--- src/rtl/seq_pkg.sv ---
// Shared types and constants for the command sequencer: FSM state encoding,
// error-cause codes and the default acknowledge byte.
package seq_pkg;

    typedef enum logic [2:0] {
        S_IDLE      = 3'd0,
        S_LOAD      = 3'd1,
        S_SEND      = 3'd2,
        S_WAIT_SENT = 3'd3,
        S_WAIT_RESP = 3'd4,
        S_CHECK     = 3'd5,
        S_FINISH    = 3'd6,
        S_ERR       = 3'd7
    } seq_state_t;

    localparam logic [1:0] ERR_NONE  = 2'b00;
    localparam logic [1:0] ERR_TMO   = 2'b01;
    localparam logic [1:0] ERR_RESP  = 2'b10;
    localparam logic [1:0] ERR_ABORT = 2'b11;

    localparam logic [7:0] RESP_OK_DEFAULT = 8'hA5;

endpackage

--- src/rtl/cmd_fifo.sv ---
// Circular command buffer with registered full/empty flags and an occupancy count.
// A flush discards all entries (and any push in the same cycle).
module cmd_fifo #(
    parameter int DEPTH = 8,
    parameter int WIDTH = 16,
    localparam int AW = $clog2(DEPTH),
    localparam int CW = AW + 1
) (
    input  logic             clk,
    input  logic             rst,
    input  logic             push,
    input  logic [WIDTH-1:0] wr_data,
    input  logic             pop,
    input  logic             flush,
    output logic [WIDTH-1:0] rd_data,
    output logic             full,
    output logic             empty,
    output logic [CW-1:0]    count
);

    logic [WIDTH-1:0] mem_r [DEPTH];
    logic [AW-1:0]    wptr_r;
    logic [AW-1:0]    rptr_r;
    logic [CW-1:0]    count_r;
    logic [CW-1:0]    count_next_s;
    logic             full_r;
    logic             empty_r;
    logic             push_ok_s;
    logic             pop_ok_s;

    // Qualify push/pop against the flags and compute the next occupancy.
    always_comb begin
        push_ok_s = push && !full_r && !flush;
        pop_ok_s  = pop && !empty_r && !flush;
        if (flush) begin
            count_next_s = {CW{1'b0}};
        end else if (push_ok_s && !pop_ok_s) begin
            count_next_s = count_r + CW'(1);
        end else if (pop_ok_s && !push_ok_s) begin
            count_next_s = count_r - CW'(1);
        end else begin
            count_next_s = count_r;
        end
    end

    // Pointers, count and flags.
    always_ff @(posedge clk) begin
        if (rst) begin
            wptr_r  <= {AW{1'b0}};
            rptr_r  <= {AW{1'b0}};
            count_r <= {CW{1'b0}};
            full_r  <= 1'b0;
            empty_r <= 1'b1;
        end else begin
            if (push_ok_s) begin
                wptr_r <= wptr_r + AW'(1);
            end
            if (flush) begin
                rptr_r <= wptr_r;
            end else if (pop_ok_s) begin
                rptr_r <= rptr_r + AW'(1);
            end
            count_r <= count_next_s;
            full_r  <= (count_next_s == CW'(DEPTH));
            empty_r <= (count_next_s == {CW{1'b0}});
        end
    end

    // Storage array; contents need no reset since the pointers gate every read.
    always_ff @(posedge clk) begin
        if (push_ok_s) begin
            mem_r[wptr_r] <= wr_data;
        end
    end

    assign rd_data = mem_r[rptr_r];
    assign full    = full_r;
    assign empty   = empty_r;
    assign count   = count_r;

endmodule

--- src/rtl/cmd_sequencer.sv ---
// Plays queued 16-bit commands over the RemoteComm send_cmd/cmd_sent handshake,
// checks each acknowledge byte and reports timeout, bad response or abort.
module cmd_sequencer
    import seq_pkg::*;
#(
    parameter int         DEPTH   = 8,
    parameter int         TMO_W   = 24,
    parameter logic [7:0] RESP_OK = RESP_OK_DEFAULT,
    localparam int        NW      = $clog2(DEPTH) + 1
) (
    input  logic          clk,
    input  logic          rst,
    input  logic          push,
    input  logic [15:0]   push_cmd,
    output logic          full,
    input  logic          start,
    input  logic          abort,
    output logic [15:0]   cmd,
    output logic          send_cmd,
    input  logic          cmd_sent,
    input  logic          resp_rdy,
    input  logic [7:0]    resp,
    output logic          clr_rx_rdy,
    output logic          busy,
    output logic          done,
    output logic          err,
    output logic [1:0]    err_code,
    output logic [NW-1:0] n_done
);

    seq_state_t       state_r;
    seq_state_t       base_next_s;
    seq_state_t       next_state_s;
    logic [1:0]       base_cause_s;
    logic [1:0]       cause_s;
    logic [TMO_W-1:0] tmo_cnt_r;
    logic [TMO_W-1:0] tmo_inc_s;
    logic             tmo_s;
    logic             wait_s;
    logic             resp_ok_s;
    logic             fifo_has_s;
    logic             fifo_empty_s;
    logic [NW-1:0]    fifo_count_s;
    logic [15:0]      head_s;
    logic [7:0]       resp_r;
    logic [15:0]      cmd_r;
    logic             send_cmd_r;
    logic             clr_rx_rdy_r;
    logic             busy_r;
    logic             done_r;
    logic             err_r;
    logic [1:0]       err_code_r;
    logic [NW-1:0]    n_done_r;

    cmd_fifo #(.DEPTH(DEPTH), .WIDTH(16)) u_fifo (
        .clk     (clk),
        .rst     (rst),
        .push    (push),
        .wr_data (push_cmd),
        .pop     (state_r == S_LOAD),
        .flush   (state_r == S_ERR),
        .rd_data (head_s),
        .full    (full),
        .empty   (fifo_empty_s),
        .count   (fifo_count_s)
    );

    assign fifo_has_s = (fifo_count_s != {NW{1'b0}});
    assign wait_s     = (state_r == S_WAIT_SENT) || (state_r == S_WAIT_RESP);
    assign tmo_inc_s  = tmo_cnt_r + TMO_W'(1);
    assign tmo_s      = (tmo_inc_s == {TMO_W{1'b1}});
    assign resp_ok_s  = (resp_r == RESP_OK);

    // Next-state decode; abort overrides every other event outside IDLE/ERR.
    always_comb begin
        base_next_s  = state_r;
        base_cause_s = ERR_NONE;
        case (state_r)
            S_IDLE: begin
                if (start && fifo_has_s) begin
                    base_next_s = S_LOAD;
                end else begin
                    base_next_s = S_IDLE;
                end
            end
            S_LOAD:  base_next_s = S_SEND;
            S_SEND:  base_next_s = S_WAIT_SENT;
            S_WAIT_SENT: begin
                if (cmd_sent) begin
                    base_next_s = S_WAIT_RESP;
                end else if (tmo_s) begin
                    base_next_s  = S_ERR;
                    base_cause_s = ERR_TMO;
                end else begin
                    base_next_s = S_WAIT_SENT;
                end
            end
            S_WAIT_RESP: begin
                if (resp_rdy) begin
                    base_next_s = S_CHECK;
                end else if (tmo_s) begin
                    base_next_s  = S_ERR;
                    base_cause_s = ERR_TMO;
                end else begin
                    base_next_s = S_WAIT_RESP;
                end
            end
            S_CHECK: begin
                if (!resp_ok_s) begin
                    base_next_s  = S_ERR;
                    base_cause_s = ERR_RESP;
                end else if (fifo_empty_s) begin
                    base_next_s = S_FINISH;
                end else begin
                    base_next_s = S_LOAD;
                end
            end
            S_FINISH: base_next_s = S_IDLE;
            S_ERR:    base_next_s = S_IDLE;
            default:  base_next_s = S_IDLE;
        endcase
        if (abort && (state_r != S_IDLE) && (state_r != S_ERR)) begin
            next_state_s = S_ERR;
            cause_s      = ERR_ABORT;
        end else begin
            next_state_s = base_next_s;
            cause_s      = base_cause_s;
        end
    end

    // State register.
    always_ff @(posedge clk) begin
        if (rst) begin
            state_r <= S_IDLE;
        end else begin
            state_r <= next_state_s;
        end
    end

    // Registered outputs, timeout counter, latched response and progress count.
    always_ff @(posedge clk) begin
        if (rst) begin
            tmo_cnt_r    <= {TMO_W{1'b0}};
            resp_r       <= 8'h00;
            cmd_r        <= 16'h0000;
            send_cmd_r   <= 1'b0;
            clr_rx_rdy_r <= 1'b0;
            busy_r       <= 1'b0;
            done_r       <= 1'b0;
            err_r        <= 1'b0;
            err_code_r   <= ERR_NONE;
            n_done_r     <= {NW{1'b0}};
        end else begin
            if ((next_state_s != state_r) || !wait_s) begin
                tmo_cnt_r <= {TMO_W{1'b0}};
            end else begin
                tmo_cnt_r <= tmo_inc_s;
            end
            send_cmd_r   <= (next_state_s == S_SEND);
            clr_rx_rdy_r <= (next_state_s == S_CHECK);
            busy_r       <= (next_state_s != S_IDLE);
            done_r       <= ((state_r == S_FINISH) && (next_state_s == S_IDLE)) ||
                            ((state_r == S_IDLE) && start && !fifo_has_s);
            if (state_r == S_LOAD) begin
                cmd_r <= head_s;
            end
            if ((state_r == S_WAIT_RESP) && resp_rdy) begin
                resp_r <= resp;
            end
            if ((state_r == S_IDLE) && start) begin
                n_done_r <= {NW{1'b0}};
            end else if ((state_r == S_CHECK) && (next_state_s != S_ERR)) begin
                n_done_r <= n_done_r + NW'(1);
            end
            // Error flag is sticky until the next start that actually plays commands.
            if ((state_r == S_IDLE) && start && fifo_has_s) begin
                err_r      <= 1'b0;
                err_code_r <= ERR_NONE;
            end else if ((next_state_s == S_ERR) && (state_r != S_ERR)) begin
                err_r      <= 1'b1;
                err_code_r <= cause_s;
            end
        end
    end

    assign cmd        = cmd_r;
    assign send_cmd   = send_cmd_r;
    assign clr_rx_rdy = clr_rx_rdy_r;
    assign busy       = busy_r;
    assign done       = done_r;
    assign err        = err_r;
    assign err_code   = err_code_r;
    assign n_done     = n_done_r;

endmodule

--- config.mk ---
export PLATFORM = sky130hd
export DESIGN_NAME = cmd_sequencer
export DESIGN_NICKNAME = d
export VERILOG_FILES = /design/src/rtl/seq_pkg.sv /design/src/rtl/cmd_fifo.sv /design/src/rtl/cmd_sequencer.sv
export SDC_FILE = /design/constraint.sdc
export NUM_CORES = 1
export LEC_CHECK = 0
export BUFFER_PORTS_ARGS = -buffer_cell sky130_fd_sc_hd__buf_4
export CAP_MARGIN = 20
export CORE_MARGIN = 1
export CORE_UTILIZATION = 30
export DETAILED_ROUTE_END_ITERATION = 8
export PLACE_DENSITY = 0.43
export SYNTH_ARGS = -nofsm -noshare
export SYNTH_HDL_FRONTEND = slang
export SYNTH_SLANG_ARGS = --single-unit
--- constraint.sdc ---
create_clock -name clk -period 3.8 [get_ports clk]
set_input_delay 0.19 -clock clk [delete_from_list [all_inputs] [get_ports clk]]
set_output_delay 0.19 -clock clk [all_outputs]
set_load 0.005 [all_outputs]
# Word-level counts from Yosys, hierarchy flattened

Memories as Yosys holds them, arrays and structs flattened. A register that Yosys moved wholly into a read port is not among the register bits.
Index checks and enable logic that the tools add are counted.

Flip-flop bits (word level): 58
Bits in writable memories: 128
Bits of input ports: 31
Output and inout port bits: 28
Logic and storage cells: 97
Memories: 1

$add $sub $neg: 6
Equal/unequal tests: 16
Multiplexer cells: 22
Reductions and logical operators: 37

Memory list:

| memory       | depth | bits a word | rd ports | clocked after Yosys merged registers in | wr ports | RTL line       | RTL |
|---|---|---|---|---|---|---|---|
| u_fifo.mem_r | 8     | 16          | 1        | 1                                       | 1        | cmd_fifo.sv:21 | `logic [WIDTH-1:0] mem_r [DEPTH];` |

Operators by type and width:

| operator                                             | count |
|---|---|
| adder 24 x 1 -> 24 bit (second input constant)       | 1 |
| equality test 24 bit (second input constant)         | 1 |
| two-way mux 3 bit                                    | 7 |
| case mux 3 bit (7 select lines)                      | 1 |
| equality test 3 bit (second input constant)          | 6 |
| logical AND 1 bit                                    | 16 |
| two-way mux 4 bit                                    | 3 |
| two-way mux 2 bit                                    | 5 |
| equality test 3 x 2 -> 1 bit (second input constant) | 3 |
| adder 4 x 1 -> 4 bit (second input constant)         | 2 |
| equality test 8 bit (second input constant)          | 1 |
| OR reduction 2 bit                                   | 4 |
| logical NOT 1 bit                                    | 7 |
| adder 3 x 1 -> 3 bit (second input constant)         | 2 |
| logical NOT 3 bit                                    | 2 |
| inequality test 3 bit (second input constant)        | 2 |
| case mux 2 bit (3 select lines)                      | 1 |
| nonzero test 3 bit                                   | 2 |
| two-way mux 1 bit                                    | 5 |
| equality test 4 bit (second input constant)          | 1 |
| logical NOT 4 bit                                    | 1 |
| nonzero test 4 bit                                   | 1 |
| subtractor 4 x 1 -> 4 bit (second input constant)    | 1 |
| equality test 3 x 1 -> 1 bit (second input constant) | 1 |
| 3 further kinds                                      | 5 |

# Logic depth before layout (Yosys ltp)

Depth after elaboration: 9
Gate-level depth with buffers: 10
Depth with buffers taken out: 9

# Hierarchy

Synthesis repeated with hierarchy kept, for this count alone.

Cells, all modules: 642
Area, all modules: 8589.5 um^2

Modules (own cells, without submodules):

| module        | times used | cells each | area an instance (um^2) | seq. area each (um^2) |
|---|---|---|---|---|
| cmd_fifo      | 1          | 275        | 5649.2                  | 4144.0 |
| cmd_sequencer | 1          | 367        | 2940.3                  | 1241.2 |

# Least setup slack after synthesis

OpenSTA, ideal clock, no wires.

Path kind: reg-to-reg
Start: register state_r[0]
End: memory u_fifo.mem_r[0][0] (enable)
Library setup time: 0.430 ns
Data arrival time: 2.724 ns
Required time: 3.370 ns
Path slack: 0.645 ns
Stages on the path, launching flop included: 6
Path buffers: 2
Clock period less this slack: 3.155 ns
Cells stage by stage: dfxtp_1 clkbuf_1 clkbuf_1 nand3_1 nand3b_1 nor4_1

Longest elaborated chain between the ends: 5

RTL lines:

| element                                 | RTL line             | RTL |
|---|---|---|
| from (decl)                             | cmd_sequencer.sv:31  | `seq_state_t state_r;` |
| from (signal assigned)                  | cmd_sequencer.sv:136 | `state_r <= next_state_s;` |
| equality test 3 bit                     | cmd_sequencer.sv:61  | `.flush (state_r == S_ERR),` |
| logical NOT 1 bit                       | cmd_fifo.sv:33       | `push_ok_s = push && !full_r && !flush;` |
| logical AND 1 bit                       | cmd_fifo.sv:33       |  |
| two-way mux 1 bit                       | cmd_fifo.sv:71       | `if (push_ok_s) begin` |
| two-way mux 1 bit (implied by the code) | cmd_fifo.sv:72       | `mem_r[wptr_r] <= wr_data;` |
| to (decl)                               | cmd_fifo.sv:21       |  |

Every way passes these cells.

# Final worst setup path

Start: register tmo_cnt_r[0]
End: register tmo_cnt_r[22]

Longest elaborated chain between the ends: 9
Elaborated cells between the ends (all ways): 11
Those cells by class: add/sub: 1; eq/ne: 2; mux: 6; reduce/logical: 2

RTL lines:

| element                                                       | RTL line                                  | RTL |
|---|---|---|
| from (decl)                                                   | cmd_sequencer.sv:36                       | `logic [TMO_W-1:0] tmo_cnt_r;` |
| from (signal assigned)                                        | cmd_sequencer.sv:143                      | `tmo_cnt_r <= {TMO_W{1'b0}};` |
| from (signal assigned)                                        | cmd_sequencer.sv:155                      | `tmo_cnt_r <= {TMO_W{1'b0}};` |
| from (signal assigned)                                        | cmd_sequencer.sv:157                      | `tmo_cnt_r <= tmo_inc_s;` |
| adder 24 x 1 -> 24 bit (*)                                    | cmd_sequencer.sv:70                       | `assign tmo_inc_s = tmo_cnt_r + TMO_W'(1);` |
| equality test 24 bit                                          | cmd_sequencer.sv:71                       | `assign tmo_s = (tmo_inc_s == {TMO_W{1'b1}});` |
| two-way mux 2 bit / two-way mux 3 bit (equally long branches) | cmd_sequencer.sv:101, cmd_sequencer.sv:91 |  |
| two-way mux 2 bit / two-way mux 3 bit (equally long branches) | cmd_sequencer.sv:99, cmd_sequencer.sv:89  |  |
| case mux 3 bit (7 select lines)                               | cmd_sequencer.sv:78                       | `case (state_r)` |
| two-way mux 3 bit                                             | cmd_sequencer.sv:122                      | `if (abort && (state_r != S_IDLE) && (state_r != S_ERR)) begin` |
| inequality test 3 bit                                         | cmd_sequencer.sv:154                      | `if ((next_state_s != state_r) \|\| !wait_s) begin` |
| logical OR 1 bit                                              | cmd_sequencer.sv:154                      |  |
| OR reduction 2 bit (no line)                                  | -                                         |  |

Mark *: on every way between the ends. The rest lies on a longest branch, timed or not.
A chain may end at the register's enable or synchronous reset.

==> metrics.yaml <==
final_layout:
  diodes: 0
  layout-drive-gt1-share_pct: 23.7
  fillers: 2679
  layout.nets: 739
  area_delta_synth_final_pct: 21.8
  final_util_pct: 37.1
clocking:
  ctsResizeCount: 0
  cts_tree: "built"
  cts_buffer_depth: 3
  cts.sinks: 202
  numCtsBuffers: 22
  h-tree-depth: 1
  path_clk_slew_ns: 0.06
  root_buffer: "clkbuf_16"
  clkLatencyLatePin_ns: 0.52
setup_path:
  regToRegStartpoint: "tmo_cnt_r[0]"
  arrival_ns: 3.41
  max_stage_delay_ns: 0.59
  cp_slowest_cell: "or4b_1"
  worstPathBufferInverterCount: 0
  critical_path_depth: 8
  critPathLaunchType: "register"
  required_ns: 4.17
  critPathMaxFanout: 24
  cp-end-kind: "register"
  path_delay_family: "simple AND/OR/NAND/NOR gates"
  path_class: "reg -> reg"
  r2r_cells: 8
  regToRegSetupSlack_ns: 0.76
  crit_chain: "ha_1 > nand4_4 > nor4_2 > and4_1 > o32ai_2 > or4b_1 > nand4_4 > nor3_1"
  r2r_end: "tmo_cnt_r[22]"
  cpMostUsedCell: "nand4_4"
power_and_ir_drop:
  p_leak_nw: 3.38
  max-vdd-ir-drop_mv: 0.319
  p_per_area_nw_per_um2: 596
sta:
  tns_ns: 0
  hold_viol: 0
  fin_skew_ns: 0.0256
  slew_headroom_pct: 36.9
  fmax_mhz: 329
  slew_violations: 0
  grt_setup_unrepaired: "false"
  period_needed_ns: 3.04
  worst_slew_pin_slew_ns: 0.946
  setup_violations: 0
  fin_crit_sh_pct: 80.1
grt:
  grt_pass1_wl_um: 30000
  grtUsageTotal_pct: 13.5
  grt_max_degree: 46
  antenna_found_initial: 1
  grt_pass1_vias: 5387
  grt_remaining_overflow: 0
logic_synthesis:
  yosysMostFrequentCell: "edfxtp_1"
  netlist_instances: 614
  synth_compound_area_share_pct: 6.11
  synthesis.area_um2: 8430
  ys_ff_latch: 202
  synth_xor_area_share_pct: 3.12
  synth_top_cell_by_area: "edfxtp_1"
  synth_area_leaders: "edfxtp_1 (46%), dfxtp_1 (18%), mux4_2 (8.5%), nor2_1 (2.6%), mux2i_1 (2.1%)"
  synth_warnings: 0
  syn_avg_cell_area_um2: 13.7
  synth_top_area_share_pct: 45.6
  synth_fa_ha_area_share_pct: 1.04
  synthMuxAreaShare_pct: 10.7
  synth-edff-count: 128
  ys_top_cells_by_count: "edfxtp_1 (128), dfxtp_1 (74), nor2_1 (59)"
  synth_top_family_by_area: "simple AND/OR/NAND/NOR gates"
  syn-num-nets: 652
  async_flop_share_pct: 0
  synth-simple-area-share_pct: 13.5
  yosysSeqAreaShare_pct: 63.1
  synth-main-ff-cell: "edfxtp_1"
  ys_types: 63
placed_design:
  port_buffers: 58
  dp_hpwl_um: 11500
  gp_congestion: 0.797
floorplanning:
  placementRows: 61
  start_util_pct: 30.4
  die_area_um2: 28800
  die_h_um: 170
  pin_count: 59
  die_w_um: 170
  core-area_um2: 27700
status:
  status: "completed"
min_path:
  hold_path.startpoint: "abort"
  hp-class: "in -> reg"
  hold_depth: 3
  whs_endpoint: "err_code[0]"
routing:
  routedWlPerCell_um: 17.3
  wirelength_um: 18900
  postRouteAntennaNets: 0
  route.detailed.drc: 0
  drtPass1Iterations: 4
  viasPerCell: 4.82
  drtIter0Drc: 237
  vias: 5282
run:
  max_cap_viol_count: 0
[report_power, final]
group	switching (mW)	internal [mW]	total, mW
Combinational	0.733	0.573	1.31
Sequential	0.210	2.52	2.73
Clock	0.854	1.23	2.08
Total	1.80	4.33	6.12
[state kept, by name, indices dropped and copies added, names as in the netlist]
register and flops:
u_fifo.mem_r 128, done 1, err_code 2, u_fifo.wptr_r 3, n_done 4, u_fifo.rptr_r 3, err 1, u_fifo.count 4
cmd 16, u_fifo.full 1, tmo_cnt_r 24, state_r 3, clr_rx_rdy 1, u_fifo.empty 1, busy 1, send_cmd 1
resp_r 8
[how the worst max path moves through the flow]
stage | startpoint | end | slack, ns
floorplan | state_r[0] | u_fifo.mem_r[0][0] | 0.65
global placement | tmo_cnt_r[0] | tmo_cnt_r[23] | 0.87
detailed placement | tmo_cnt_r[0] | tmo_cnt_r[22] | 0.74
CTS | tmo_cnt_r[0] | tmo_cnt_r[22] | 0.71
global route | tmo_cnt_r[0] | tmo_cnt_r[22] | 0.50
finish | tmo_cnt_r[0] | tmo_cnt_r[22] | 0.76
[cells by family after synthesis]
| family | Yosys count |
|---|---|
| and+or+nand+nor | 206 |
| muxes | 50 |
| AOI/OAI and AO/OA | 75 |
| DFF | 202 |
| adders and majority gates | 7 |
| xor gates and xnor gates | 30 |
| buffers and inverters | 44 |
[worst min-delay path, cell delays in order]
cell      delay (ns)
buf_4           0.15
o31ai_1         0.09
a211oi_2        0.06
[routing by layer]
layer	up-vias	global-route usage, %	share of wire, %
li1	2507	-	-
met1	2658	18.0	47
met2	93	22.9	48
met3	22	2.22	3.3
met4	2	3.02	1.5
met5	-	0	0.069
[placed cells by master, fill, tap and decap left out, types with 6 or more instances in the layout]
master           n
nor2_1          58
dfxtp_1         73
a211oi_1        21
nand2_1         45
nand2b_1         9
dlygate4sd3_1   24
buf_4           72
ha_1             7
a31oi_1          6
a21oi_1         20
clkinv_2         9
inv_1           11
nor3_1          21
xor2_1          17
mux4_2          32
clkbuf_16       22
o21ai_0          6
nand4_1         11
xnor2_1         13
nand3_1          8
nor3_2          12
edfxtp_1       128
mux2i_1         18
[timing repair]
item | in CTS | in global routing
setup buffers | 0 | 0
hold buffers | 24 | 0
setup endpoints to repair | 0 | 0
endpoints found under the hold margin | 136 | 0
[stage by stage]
stage               worst slack [ns]  area [um2]  total power, mW  instances  hold slack [ns]
finish                         0.757       10300             6.12       1095           0.0468
global route                   0.498       10300             6.48       1095           0.0483
CTS                            0.711       10300             6.22       1095           0.0210
detailed placement             0.743        9310             4.08       1031            0.428
global placement               0.866        9310             4.06       1031            0.420
floorplan                      0.646        8430             3.70        614            0.289
[area by class of cell]
cell class | count | area, um2 | area share, %
Clock inverter | 13 | 139 | 1.35
Inverter | 11 | 41.3 | 0.402
Sequential cell | 202 | 5330 | 51.9
Timing Repair Buffer | 96 | 781 | 7.60
Multi-Input combinational cell | 368 | 2930 | 28.6
Tap cell | 378 | 473 | 4.60
Clock buffer | 27 | 579 | 5.64
Power figures use the tool's default switching activity.
